File: src/rtl/nonce_uart_tx.sv
// nonce_uart_tx
//   Returns a winning 32-bit nonce to the host as 8-N-1 UART bytes.
//   The bytes go out most significant byte first. Each byte is a start bit,
//   eight data bits LSB first and one stop bit. There is no idle gap between
//   bytes. A transmission starts only on a rising edge of `send` seen in IDLE.
//
//   Optional feature: define NONCE_TX_CHECKSUM_EN to append a fifth byte.
//   That byte is the XOR of the four nonce bytes.
//
// Parameters
//   CLKS_PER_BIT  clock cycles per UART bit (2..65535)
// Ports
//   clock   in   UART domain clock
//   reset   in   synchronous, active-high reset
//   send    in   transmit request (rising edge triggers)
//   nonce   in   32-bit nonce, sampled on an accepted trigger
//   txd     out  serial line, idles high
//   busy    out  high while a frame is in flight
//   done    out  one-cycle pulse after the final stop bit
module nonce_uart_tx #(
  parameter int CLKS_PER_BIT = 434
) (
  input  logic        clock,
  input  logic        reset,
  input  logic        send,
  input  logic [31:0] nonce,
  output logic        txd,
  output logic        busy,
  output logic        done
);

`ifdef NONCE_TX_CHECKSUM_EN
  localparam int NUM_BYTES = 5;
`else
  localparam int NUM_BYTES = 4;
`endif
  localparam int          SHIFT_W    = 8 * NUM_BYTES;
  localparam logic [15:0] LAST_COUNT = 16'(CLKS_PER_BIT - 1);
  localparam logic [2:0]  LAST_BYTE  = 3'(NUM_BYTES - 1);

  typedef enum logic [1:0] {IDLE, START, DATA, STOP} txState_t;

  txState_t             state;
  logic                 sendPrev;
  logic [15:0]          bitCount;
  logic [2:0]           byteIndex;
  logic [2:0]           bitIndex;
  logic [SHIFT_W-1:0]   shiftReg;
  logic [SHIFT_W-1:0]   loadValue;
  logic [7:0]           curByte;
  logic                 trigger;
  logic                 bitDone;

  // The byte on the wire is always the top byte of the shift register.
  assign curByte = shiftReg[SHIFT_W-1 -: 8];
  assign trigger = send & ~sendPrev;
  assign bitDone = (bitCount == LAST_COUNT);

`ifdef NONCE_TX_CHECKSUM_EN
  // The checksum is taken from the same nonce value that is latched, so it
  // always matches the bytes actually sent.
  assign loadValue = {nonce, nonce[31:24] ^ nonce[23:16] ^ nonce[15:8] ^ nonce[7:0]};
`else
  assign loadValue = nonce;
`endif

  // NOTE: the frame data register carries no reset. Its contents matter
  // only after a trigger loads it, so clearing it would add reset fan-out
  // for no functional gain.
  always_ff @(posedge clock) begin
    if (state == IDLE && trigger) begin
      shiftReg <= loadValue;
    end else if (state == STOP && bitDone && byteIndex != LAST_BYTE) begin
      shiftReg <= {shiftReg[SHIFT_W-9:0], 8'h00};
    end
  end

  // NOTE: all state updates use non-blocking assignments. Every register
  // then sees the values from before the edge, whatever the statement order.
  always_ff @(posedge clock) begin
    if (reset) begin
      state     <= IDLE;
      txd       <= 1'b1;
      busy      <= 1'b0;
      done      <= 1'b0;
      sendPrev  <= 1'b1;   // a send held high through reset must not fire
      bitCount  <= '0;
      byteIndex <= '0;
      bitIndex  <= '0;
    end else begin
      sendPrev <= send;
      done     <= 1'b0;
      case (state)
        IDLE: begin
          if (trigger) begin
            state     <= START;
            txd       <= 1'b0;
            busy      <= 1'b1;
            bitCount  <= '0;
            byteIndex <= '0;
          end
        end
        START: begin
          if (bitDone) begin
            bitCount <= '0;
            bitIndex <= '0;
            txd      <= curByte[0];
            state    <= DATA;
          end else begin
            bitCount <= bitCount + 16'd1;
          end
        end
        DATA: begin
          if (bitDone) begin
            bitCount <= '0;
            if (bitIndex == 3'd7) begin
              txd   <= 1'b1;
              state <= STOP;
            end else begin
              bitIndex <= bitIndex + 3'd1;
              txd      <= curByte[bitIndex + 3'd1];
            end
          end else begin
            bitCount <= bitCount + 16'd1;
          end
        end
        STOP: begin
          if (bitDone) begin
            bitCount <= '0;
            if (byteIndex == LAST_BYTE) begin
              state <= IDLE;
              busy  <= 1'b0;
              done  <= 1'b1;
            end else begin
              // The next start bit follows immediately, with no idle gap.
              byteIndex <= byteIndex + 3'd1;
              txd       <= 1'b0;
              state     <= START;
            end
          end else begin
            bitCount <= bitCount + 16'd1;
          end
        end
        default: state <= IDLE;
      endcase
    end
  end

endmodule

File: config.mk
export PLATFORM = sky130hd
export DESIGN_NAME = nonce_uart_tx
export DESIGN_NICKNAME = d
export VERILOG_FILES = /design/src/rtl/nonce_uart_tx.sv
export SDC_FILE = /design/constraint.sdc
export NUM_CORES = 1
export LEC_CHECK = 0
export ABC_AREA = 1
export BUFFER_PORTS_ARGS = -buffer_cell sky130_fd_sc_hd__buf_2
export CELL_PAD_IN_SITES_DETAIL_PLACEMENT = 0
export CELL_PAD_IN_SITES_GLOBAL_PLACEMENT = 1
export CORE_ASPECT_RATIO = 1.1
export CORE_MARGIN = 1
export CORE_UTILIZATION = 40
export CTS_BUF_LIST = sky130_fd_sc_hd__clkbuf_8
export DETAILED_ROUTE_END_ITERATION = 7
export PLACE_DENSITY_LB_ADDON = 0.1
export SLEW_MARGIN = 20
export SYNTH_ARGS = -nofsm -noshare
export SYNTH_HDL_FRONTEND = slang
export SYNTH_SLANG_ARGS = --single-unit
File: constraint.sdc
create_clock -name clock -period 3.4 [get_ports clock]
set_input_delay 1.02 -clock clock [delete_from_list [all_inputs] [get_ports clock]]
set_output_delay 1.02 -clock clock [all_outputs]
set_load 0.02 [all_outputs]
==> results.py, run 1 <==
metrics = {
    "timing": {
        "fin_skew_ps": 5.95,
        "worst_pin_slew_ps": 440,
        "hold_viol": 0,
        "post-route-period-util": 0.551,
        "maxSlewViolCount": 0,
        "timing.fmax_mhz": 534,
        "min_period_ps": 1870,
        "finalSetupViolCount": 0,
        "rsz0062_at_grt": "no",
        "tns_ps": 0,
        "relSlewSlack": 0.706,
    },
    "synth": {
        "synth_mux_area_frac": 0,
        "synth-simple-area-share": 0.311,
        "synthAdderAreaFrac": 0.0449,
        "synth_fp_nets": 439,
        "synth-xor-area-share": 0.00285,
        "synth_compound_area_frac": 0.0779,
        "ys_warn_count": 0,
        "syn_area_um2": 3070,
        "ys_ff_latch": 60,
        "synth_top_family_by_area": "simple AND/OR/NAND/NOR gates",
        "yosys.area.top_type_share": 0.313,
        "ys_seq_area_frac": 0.496,
        "syn_avg_cell_area_um2": 7.81,
        "synth_area_leaders": "edfxtp_1, dfxtp_1, nand2_1",
        "yosysUniqueCellTypes": 30,
        "syn_inst": 393,
        "yosysTopAreaCell": "edfxtp_1",
    },
    "worst_setup_path": {
        "crit_path_max_incr_delay_ps": 350,
        "cp.required_ps": 2380,
        "r2r_cells": 6,
        "crit_buf_inv": 1,
        "cp_data_arrival_time_ps": 850,
        "start_kind": "register",
        "cpMaxStageDelayCell": "dfxtp_1",
        "cp_num_cells": 1,
        "crit_family": "flip-flops",
        "worstPathMaxFanout": 2,
        "cp-startpoint": "txd$_SDFFE_PP1P_",
        "r2r_start": "bitCount[0]$_SDFFE_PP0P_",
        "criticalPathCategory": "register to primary output",
        "path_cells": "buf_2",
        "end_kind": "primary output",
    },
    "finish": {
        "fin_util": 0.476,
        "diodes": 0,
        "final_common_cell": "nand2_1",
        "syn_to_final_growth_pct": 15.4,
        "layout-drive-gt1-share": 0.179,
        "finalNetCount": 482,
        "final_cell_mix": "nand2_1, inv_1, buf_2",
        "fillers": 764,
        "stdcell_area_um2": 3540,
    },
    "power": {
        "clkPwrFrac": 0.280,
        "p_leak_nw": 1.57,
        "power.switching_uw": 735,
        "ir_worst_vdd_v": 0.000260,
        "seq_power_share": 0.421,
        "p_int_mw": 1.34,
        "power_mw": 2.07,
        "switching_share": 0.355,
        "power_density_nw_per_um2": 585,
        "combPwrFrac": 0.299,
    },
    "route": {
        "initialDrtViolationCount": 65,
        "viasPerCell": 4.80,
        "routed-via-count": 2533,
        "wl_um": 6400,
        "drc": 0,
        "wl_per_cell_um": 12.1,
        "ant_nets": 0,
        "first_pass_iters": 4,
    },
    "clocking": {
        "post-cts-setup-buffer-count": 0,
        "cts_resized": 0,
        "h-tree-depth": 3,
        "insertion_delay_ps": 330,
        "cts-hold-fix-buffers": 0,
        "clock_sinks": 60,
        "root_buffer": "clkbuf_8",
        "path_clk_slew_ps": 70,
        "cts_made_buffers": 9,
        "clockBufferDepth": 2,
        "cts_tree": "yes",
    },
    "global_routing": {
        "grt_max_degree": 33,
        "antenna_found_initial": 0,
        "met3_usage": 0.0351,
        "met2_usage": 0.327,
        "grtUsageMet1": 0.199,
        "track_usage": 0.180,
        "grt_pass1_vias": 2481,
        "grt_pass1_wl_um": 11100,
        "gr-total-overflow": 0,
        "busiest_layer": "met2",
    },
    "hold_path": {
        "holdPathStages": 2,
        "worstHoldStart": "busy$_SDFFE_PP0P_",
        "hold_class": "register to register",
    },
    "flow_run": {
        "maxCapViolCount": 0,
    },
    "place": {
        "port_buffers": 37,
        "placed_cell_area_um2": 3360,
        "place_congestion": 0.739,
        "dp_hpwl_um": 4460,
    },
    "outcome": {
        "status": "completed",
    },
    "floorplanning": {
        "die_x_um": 85.5,
        "die_area_um2": 8020,
        "coreArea_um2": 7430,
        "row_count": 33,
        "initial_utilization": 0.413,
        "ioPinCount": 38,
        "die_h_um": 93.9,
    },
}
==> cells in the mapped netlist, drive strengths merged <==
master,number
nand3b,1
nor3,3
dfxtp,28
o21bai,1
a21oi,25
or2,2
o22ai,2
xnor2,1
edfxtp,32
inv,46
a211oi,2
clkbuf,8
nor2,35
and3,1
nand3,24
buf,1
o211ai,1
a21o,1
nand4,6
o21ai,12
ha,11
nand2,150
==> logic make-up after synthesis <==
| kind of cell | count (synthesis) |
|---|---|
| and+or+nand+nor | 222 |
| DFF | 60 |
| buffers and inverters | 55 |
| AOI/OAI and AO/OA | 44 |
| adders and majority gates | 11 |
| xor gates and xnor gates | 1 |
==> sequential cells by signal (all words and copies together) (netlist names) <==
signal	flops
shiftReg	32
byteIndex	3
bitCount	16
done	1
txd	1
sendPrev	1
state	2
bitIndex	3
busy	1
==> worst paths after layout <==
kind                                 end  slack, ps
setup / recovery                     txd       1530
hold / removal         busy$_SDFFE_PP0P_        460
setup reg to reg  shiftReg[24]$_DFFE_PP_       1560
hold reg to reg        busy$_SDFFE_PP0P_        460
==> layer usage <==
| metal | vias up | share of wire |
|---|---|---|
| met5 | - | 0 |
| met4 | 0 | 0.023 |
| met3 | 10 | 0.032 |
| met2 | 41 | 0.50 |
| met1 | 1131 | 0.44 |
| li1 | 1351 | - |
==> cell type report <==
cell class / count / area, µm² / share of cell area
Sequential cell: 60 / 1520 / 0.430
Clock buffer: 11 / 151 / 0.0428
Multi-Input combinational cell: 278 / 1340 / 0.379
Clock inverter: 5 / 28.8 / 0.00813
Inverter: 46 / 173 / 0.0488
Tap cell: 87 / 109 / 0.0307
Timing Repair Buffer: 41 / 215 / 0.0608
==> power groups by stage <==
stage | Sequential [mW] | Combinational [mW] | Clock (mW)
after floorplan | 0.891 | 0.451 | 0
after global placement | 0.889 | 0.631 | 0
after detailed placement | 0.890 | 0.636 | 0
after CTS | 0.874 | 0.638 | 0.603
after global routing | 0.879 | 0.728 | 0.634
final | 0.873 | 0.619 | 0.579
==> worst min-delay path, cell delays in order (launching register included) <==
cell and delay [ps]:
dfxtp_1 310, nand2_1 60, a21oi_1 50
==> per-stage QoR <==
stage / setup WS [ps] / instances / hold WS, ps
2_1_floorplan: 380 / 393 / 427
3_3_place_gp: 1240 / 512 / 446
3_5_place_dp: 1230 / 512 / 454
4_1_cts: 1510 / 528 / 463
5_1_grt: 1400 / 528 / 499
6_report: 1530 / 528 / 462
(Power assumes the default switching activity.)
==> run 2, diff against run 1 <==
Settings changed: CORE_UTILIZATION 40 to 44.
Clock period 3.4 ns to 1.9 ns, I/O delays scaled along.
==> run 2 against run 1 <==
  * Sequential power grew 79%
  * Sequential share of layout area fell by 0.98 points
  * Die area fell by 8.9%
  * Worst hold slack worse by 9.2 ps
  * Register-to-register slack worse by 1400 ps
  * Core utilization rose by 6.7 points
  * Setup slack got worse by 1300 ps
  * Design area is 2.3% higher
  * First-iteration DRC count increased by 88%
  * Wire length is 1.7% lower
  * Largest cell class unchanged
  * Highest routed layer unchanged
==> results.py, run 2 (synthesis results as in run 1) <==
metrics = {
    "outcome": {
        "status": "completed",
    },
    "clocking": {
        "clock_sinks": 60,
        "post-cts-setup-buffer-count": 0,
        "root_buffer": "clkbuf_8",
        "h-tree-depth": 3,
        "cts_made_buffers": 9,
        "insertion_delay_ps": 330,
        "cts_resized": 0,
        "path_clk_slew_ps": 60,
        "cts-hold-fix-buffers": 0,
        "clockBufferDepth": 2,
        "cts_tree": "yes",
    },
    "global_routing": {
        "grt_pass1_vias": 2181,
        "antenna_found_initial": 0,
        "track_usage": 0.182,
        "grt_pass1_wl_um": 9880,
        "grt_max_degree": 33,
        "gr-total-overflow": 0,
    },
    "floorplanning": {
        "row_count": 31,
        "die_x_um": 81.6,
        "die_h_um": 89.6,
        "die_area_um2": 7310,
        "coreArea_um2": 6670,
        "initial_utilization": 0.460,
        "ioPinCount": 38,
    },
    "finish": {
        "diodes": 0,
        "regMostFlops": "shiftReg",
        "layout-drive-gt1-share": 0.183,
        "reg_top3": "shiftReg: 32 flops, bitCount: 16 flops",
        "finalNetCount": 484,
        "fillers": 656,
        "final_cell_mix": "nand2_1, inv_1, buf_2",
        "final_common_cell": "nand2_1",
        "largest_reg_flops": 32,
        "fin_cells": 525,
        "syn_to_final_growth_pct": 18.1,
    },
    "worst_setup_path": {
        "cp_data_arrival_time_ps": 1730,
        "worstPathMaxFanout": 32,
        "start_kind": "register",
        "end_kind": "register",
        "cp-startpoint": "state[0]$_SDFFE_PP0P_",
        "r2r_start": "state[0]$_SDFFE_PP0P_",
        "criticalPathCategory": "register to register",
        "cp.required_ps": 1930,
    },
    "route": {
        "initialDrtViolationCount": 122,
        "drc": 0,
        "wl_per_cell_um": 12.0,
        "viasPerCell": 4.86,
        "ant_nets": 0,
        "first_pass_iters": 4,
        "wl_um": 6290,
        "routed-via-count": 2549,
    },
    "hold_path": {
        "worstHoldStart": "bitIndex[1]$_SDFFE_PP0P_",
        "hold_class": "register to register",
    },
    "timing": {
        "fin_skew_ps": 7.53,
        "tns_ps": 0,
        "finalSetupViolCount": 0,
        "maxSlewViolCount": 0,
        "worst_pin_slew_ps": 409,
        "timing.fmax_mhz": 585,
        "rsz0062_at_grt": "no",
        "min_period_ps": 1710,
        "hold_viol": 0,
        "post-route-period-util": 0.899,
        "relSlewSlack": 0.724,
    },
    "power": {
        "power_mw": 3.95,
        "power_density_nw_per_um2": 1090,
        "ir_worst_vdd_v": 0.000703,
        "p_leak_nw": 1.60,
    },
    "place": {
        "place_congestion": 0.849,
        "dp_hpwl_um": 4360,
        "port_buffers": 37,
        "placed_cells": 509,
    },
    "flow_run": {
        "maxCapViolCount": 0,
    },
}
==> run 2: changes by cell type in the layout (fill, tap and decap cells not counted) <==
cell	delta
o21ai_4	+1
o21ai_2	-1
nor2_4	+1
clkinv_4	+1
bufinv_16	+2
nor2_2	-1
clkinv_2	-1
clkbuf_8	-2
buf_12	+2
==> run 2: layer usage <==
metal  wire length [µm]  share of wire  global-route usage  up-vias
li1                   -              -                   -     1350
met1               3280           0.52               0.265     1153
met2               2800           0.44               0.263       42
met3                178          0.028              0.0384        4
met4                 37         0.0059              0.0718        0
met5                  0              0                   0        -
==> run 2: per-stage QoR <==
step | hold slack (ps) | area [µm²] | util | setup slack (ps)
6_report | 453 | 3620 | 0.543 | 191
5_1_grt | 489 | 3620 | 0.543 | 62.7
4_1_cts | 453 | 3620 | 0.543 | 183
3_5_place_dp | 444 | 3410 | 0.511 | 190
3_3_place_gp | 443 | 3410 | 0.511 | 228
2_1_floorplan | 427 | 3080 | - | 13.1
==> run 2: path summary, 6_finish.rpt <==
path	endpoint	depth (start not counted)	slack, ps
setup / recovery	shiftReg[0]$_SDFFCE_PN0P_	7	190
hold / removal	bitIndex[1]$_SDFFE_PP0P_	2	450
setup reg to reg	shiftReg[0]$_SDFFCE_PN0P_	7	190
hold reg to reg	bitIndex[1]$_SDFFE_PP0P_	2	450
==> run 2: where the power goes <==
part	internal (mW)	leakage [nW]	total, mW	switching, mW
Sequential	1.50	0.522	1.56	0.0604
Combinational	0.373	0.975	1.14	0.770
Clock	0.733	0.107	1.24	0.507
Total	2.61	1.60	3.95	1.34
==> run 2: layout make-up <==
| type | count | area [µm²] | area share |
|---|---|---|---|
| tap | 82 | 103 | 0.0283 |
| sequential | 60 | 1520 | 0.420 |
| inverter | 46 | 173 | 0.0477 |
| clock buffer | 9 | 124 | 0.0342 |
| timing repair buffer | 43 | 255 | 0.0704 |
| clock inverter | 7 | 92.6 | 0.0256 |
| multi-input combinational | 278 | 1360 | 0.374 |
==> run 2: worst max-delay path, cell delays in order (launching register included) <==
cell,delay [ps]
dfxtp_1,340
inv_1,140
ha_1,180
inv_2,100
nor2_4,240
inv_2,100
o21ai_4,80
buf_12,210
==> run 3, diff against run 2 <==
Settings changed: ABC_AREA 1 to unset, CORE_UTILIZATION 44 to 49.
Clock period 1.9 ns to 2 ns, I/O delays scaled along.
==> run 3 against run 2 <==
  * The flow now finishes with violations (negative setup slack)
  * Register-to-register slack got worse by 230 ps
  * Fmax decreased by 16%
  * Die area decreased by 12%
  * Sequential share of layout area decreased by 3.0 points
  * Count of clock-buffer cells in the layout unchanged
  * Setup slack got worse by 230 ps
  * Largest cell class is now multi-input gates
==> results.py, run 3 <==
metrics = {
    "synth": {
        "ys_seq_area_frac": 0.508,
        "async_flop_share": 0,
        "synth_most_common_cell": "nand2_1",
        "yosysTopAreaCell": "edfxtp_1",
        "syn_area_um2": 2990,
        "yosys_most_used_dff": "edfxtp_1",
        "synth_common_cells": "nand2_1, edfxtp_1, dfxtp_1",
        "syn_avg_cell_area_um2": 9.39,
        "synth_area_leaders": "edfxtp_1, dfxtp_1, nand2_1",
        "syn_inst": 319,
        "ys_warn_count": 0,
        "synth_edf_count": 32,
        "ys_ff_latch": 60,
        "yosysUniqueCellTypes": 41,
        "yosys.area.top_type_share": 0.321,
        "synth_fp_nets": 365,
    },
    "flow_run": {
        "maxCapViolCount": 0,
    },
    "floorplanning": {
        "ioPinCount": 38,
        "die_h_um": 84.0,
        "die_x_um": 76.5,
        "coreArea_um2": 5840,
        "die_area_um2": 6430,
        "initial_utilization": 0.513,
        "row_count": 29,
    },
    "route": {
        "wl_per_cell_um": 13.8,
        "drc": 0,
        "ant_nets": 0,
        "initialDrtViolationCount": 187,
        "routed-via-count": 2526,
        "wl_um": 6550,
        "first_pass_iters": 4,
        "viasPerCell": 5.33,
    },
    "global_routing": {
        "gr-total-overflow": 0,
        "grt_max_degree": 33,
        "grt_pass1_wl_um": 10400,
        "antenna_found_initial": 0,
        "grt_pass1_vias": 2309,
        "track_usage": 0.207,
    },
    "worst_setup_path": {
        "cp_data_arrival_time_ps": 2290,
        "criticalPathCategory": "register to register",
        "end_kind": "register",
        "cpMaxStageDelayCell": "or4_4",
        "r2r_cells": 6,
        "start_kind": "register",
        "crit_family": "simple AND/OR/NAND/NOR gates",
        "worstPathMaxFanout": 3,
        "reg2reg_to": "state[0]$_SDFFE_PP0P_",
        "r2r_start": "bitCount[12]$_SDFFE_PP0P_",
        "crit_buf_inv": 1,
        "cp.required_ps": 2250,
        "r2r_slack_ps": -40,
        "path_cells": "or4_4, buf_6, nor4_4, nand2_1, o311a_1, a211oi_2",
        "crit_path_max_incr_delay_ps": 550,
    },
    "finish": {
        "largest_reg_flops": 32,
        "final_cell_mix": "nand2_1, buf_2, buf_4",
        "fin_util": 0.669,
        "finalNetCount": 438,
        "layout-drive-gt1-share": 0.302,
        "final_common_cell": "nand2_1",
        "diodes": 0,
        "syn_to_final_growth_pct": 30.5,
        "regMostFlops": "shiftReg",
        "reg_top3": "shiftReg: 32 flops, bitCount: 16 flops",
    },
    "timing": {
        "finalSetupViolCount": 3,
        "rsz0062_at_grt": "yes",
        "worst_pin_slew_ps": 607,
        "setup_ws_ps": -37.8,
        "tns_ps": -58.0,
        "fin_skew_ps": 7.50,
        "relSlewSlack": 0.595,
        "post-route-period-util": 1.02,
        "min_period_ps": 2040,
        "hold_viol": 0,
        "maxSlewViolCount": 0,
        "timing.fmax_mhz": 491,
    },
    "clocking": {
        "cts_tree": "yes",
        "h-tree-depth": 3,
        "clockBufferDepth": 2,
        "clock_sinks": 60,
        "insertion_delay_ps": 330,
        "path_clk_slew_ps": 70,
        "root_buffer": "clkbuf_8",
        "cts_made_buffers": 9,
    },
    "power": {
        "clkPwrFrac": 0.331,
        "ir_worst_vdd_v": 0.000635,
        "p_leak_nw": 1.58,
        "seq_power_share": 0.365,
        "p_int_mw": 2.73,
        "power_density_nw_per_um2": 1020,
        "combPwrFrac": 0.304,
        "switching_share": 0.317,
        "power.switching_mw": 1.27,
    },
    "hold_path": {
        "worstHoldStart": "byteIndex[1]$_SDFFE_PP0P_",
        "holdPathEnd": "byteIndex[1]$_SDFFE_PP0P_",
        "hold_class": "register to register",
        "holdPathStages": 2,
    },
    "place": {
        "place_congestion": 0.811,
        "dp_hpwl_um": 4170,
        "port_buffers": 37,
    },
    "outcome": {
        "violations": "negative setup slack",
        "status": "complete, but fails checks",
    },
}
[run 3: cell count changes after synthesis, moves of 3 or more]
cell,delta
a21oi_1,-5
a311oi_1,+8
and2_1,+10
clkbuf_1,+6
inv_1,-37
inv_2,-4
nand2_1,-53
nand2b_1,+6
nand3_1,-13
nand3_2,-3
nand4b_1,+4
nor2_1,-7
nor2_2,-7
[run 3: worst reg2reg max path, cell delays in order, from the launching register on]
cell	delay, ps
dfxtp_1	310
or4_4	550
buf_6	150
nor4_4	330
nand2_1	140
o311a_1	330
a211oi_2	150
[run 3: what timing repair did]
item,4_1_cts,5_1_grt
gates resized for setup,4,25
pin swaps,3,17
cloned,2,2
hold buffers,0,0
setup buffers,1,6
endpoints found under the setup margin,39,38
[run 3: kinds of logic after synthesis]
kind of cell / synth area share
AOI/OAI and AO/OA: 0.112
and+or+nand+nor: 0.274
buffers and inverters: 0.0309
adders and majority gates: 0.0460
muxes: 0.0293
DFF: 0.508
[run 3: layer usage]
layer  vias up  share of wire  track usage
li1       1285              -            -
met1      1169           0.47        0.266
met2        64           0.48        0.338
met3         8          0.037       0.0339
met4         0          0.013        0.101
met5         -              0            0
[run 3: cell type report]
type                    instances  area [µm²]
clock inverters                 7         115
flip-flops and latches         60        1530
well taps                      77        96.3
fillers                       470        1930
clock buffers                   9         124
inverters                       5        18.8
repair buffers                 76         502
multi-input cells             240        1530
[run 3: metrics by stage]
step                std cells  cell area, µm²  power (mW)  setup WS [ps]  hold WS [ps]
floorplan                 319            3010        2.18          -51.5           436
global placement          447            3470        2.52          -33.6           448
detailed placement        447            3470        2.54          -90.7           458
CTS                       466            3750        3.89           3.12           468
global route              474            3910        4.20          -73.5           489
finish                    474            3910        3.99          -37.8           473
[run 3: worst max-delay path by stage]
stage                     slack, ps                   endpoint  cells past startpoint                      start
after floorplan                 -50   bitCount[2]$_SDFFE_PP0P_                      7  bitCount[12]$_SDFFE_PP0P_
after global placement          -30      state[0]$_SDFFE_PP0P_                      6  bitCount[11]$_SDFFE_PP0P_
after detailed placement        -90  bitCount[11]$_SDFFE_PP0P_                      7   bitCount[1]$_SDFFE_PP0P_
after CTS                         3  bitCount[13]$_SDFFE_PP0P_                      7  bitCount[11]$_SDFFE_PP0P_
after global routing            -70      state[0]$_SDFFE_PP0P_                      6  bitCount[12]$_SDFFE_PP0P_
final                           -40      state[0]$_SDFFE_PP0P_                      6  bitCount[12]$_SDFFE_PP0P_
[run 3: power by group through the flow]
stage	clock network (mW)	registers (mW)	logic [mW]
final	1.32	1.46	1.21
after CTS	1.34	1.46	1.10
after global routing	1.40	1.47	1.34
after global placement	0	1.48	1.04
after detailed placement	0	1.48	1.06
after floorplan	0	1.50	0.681
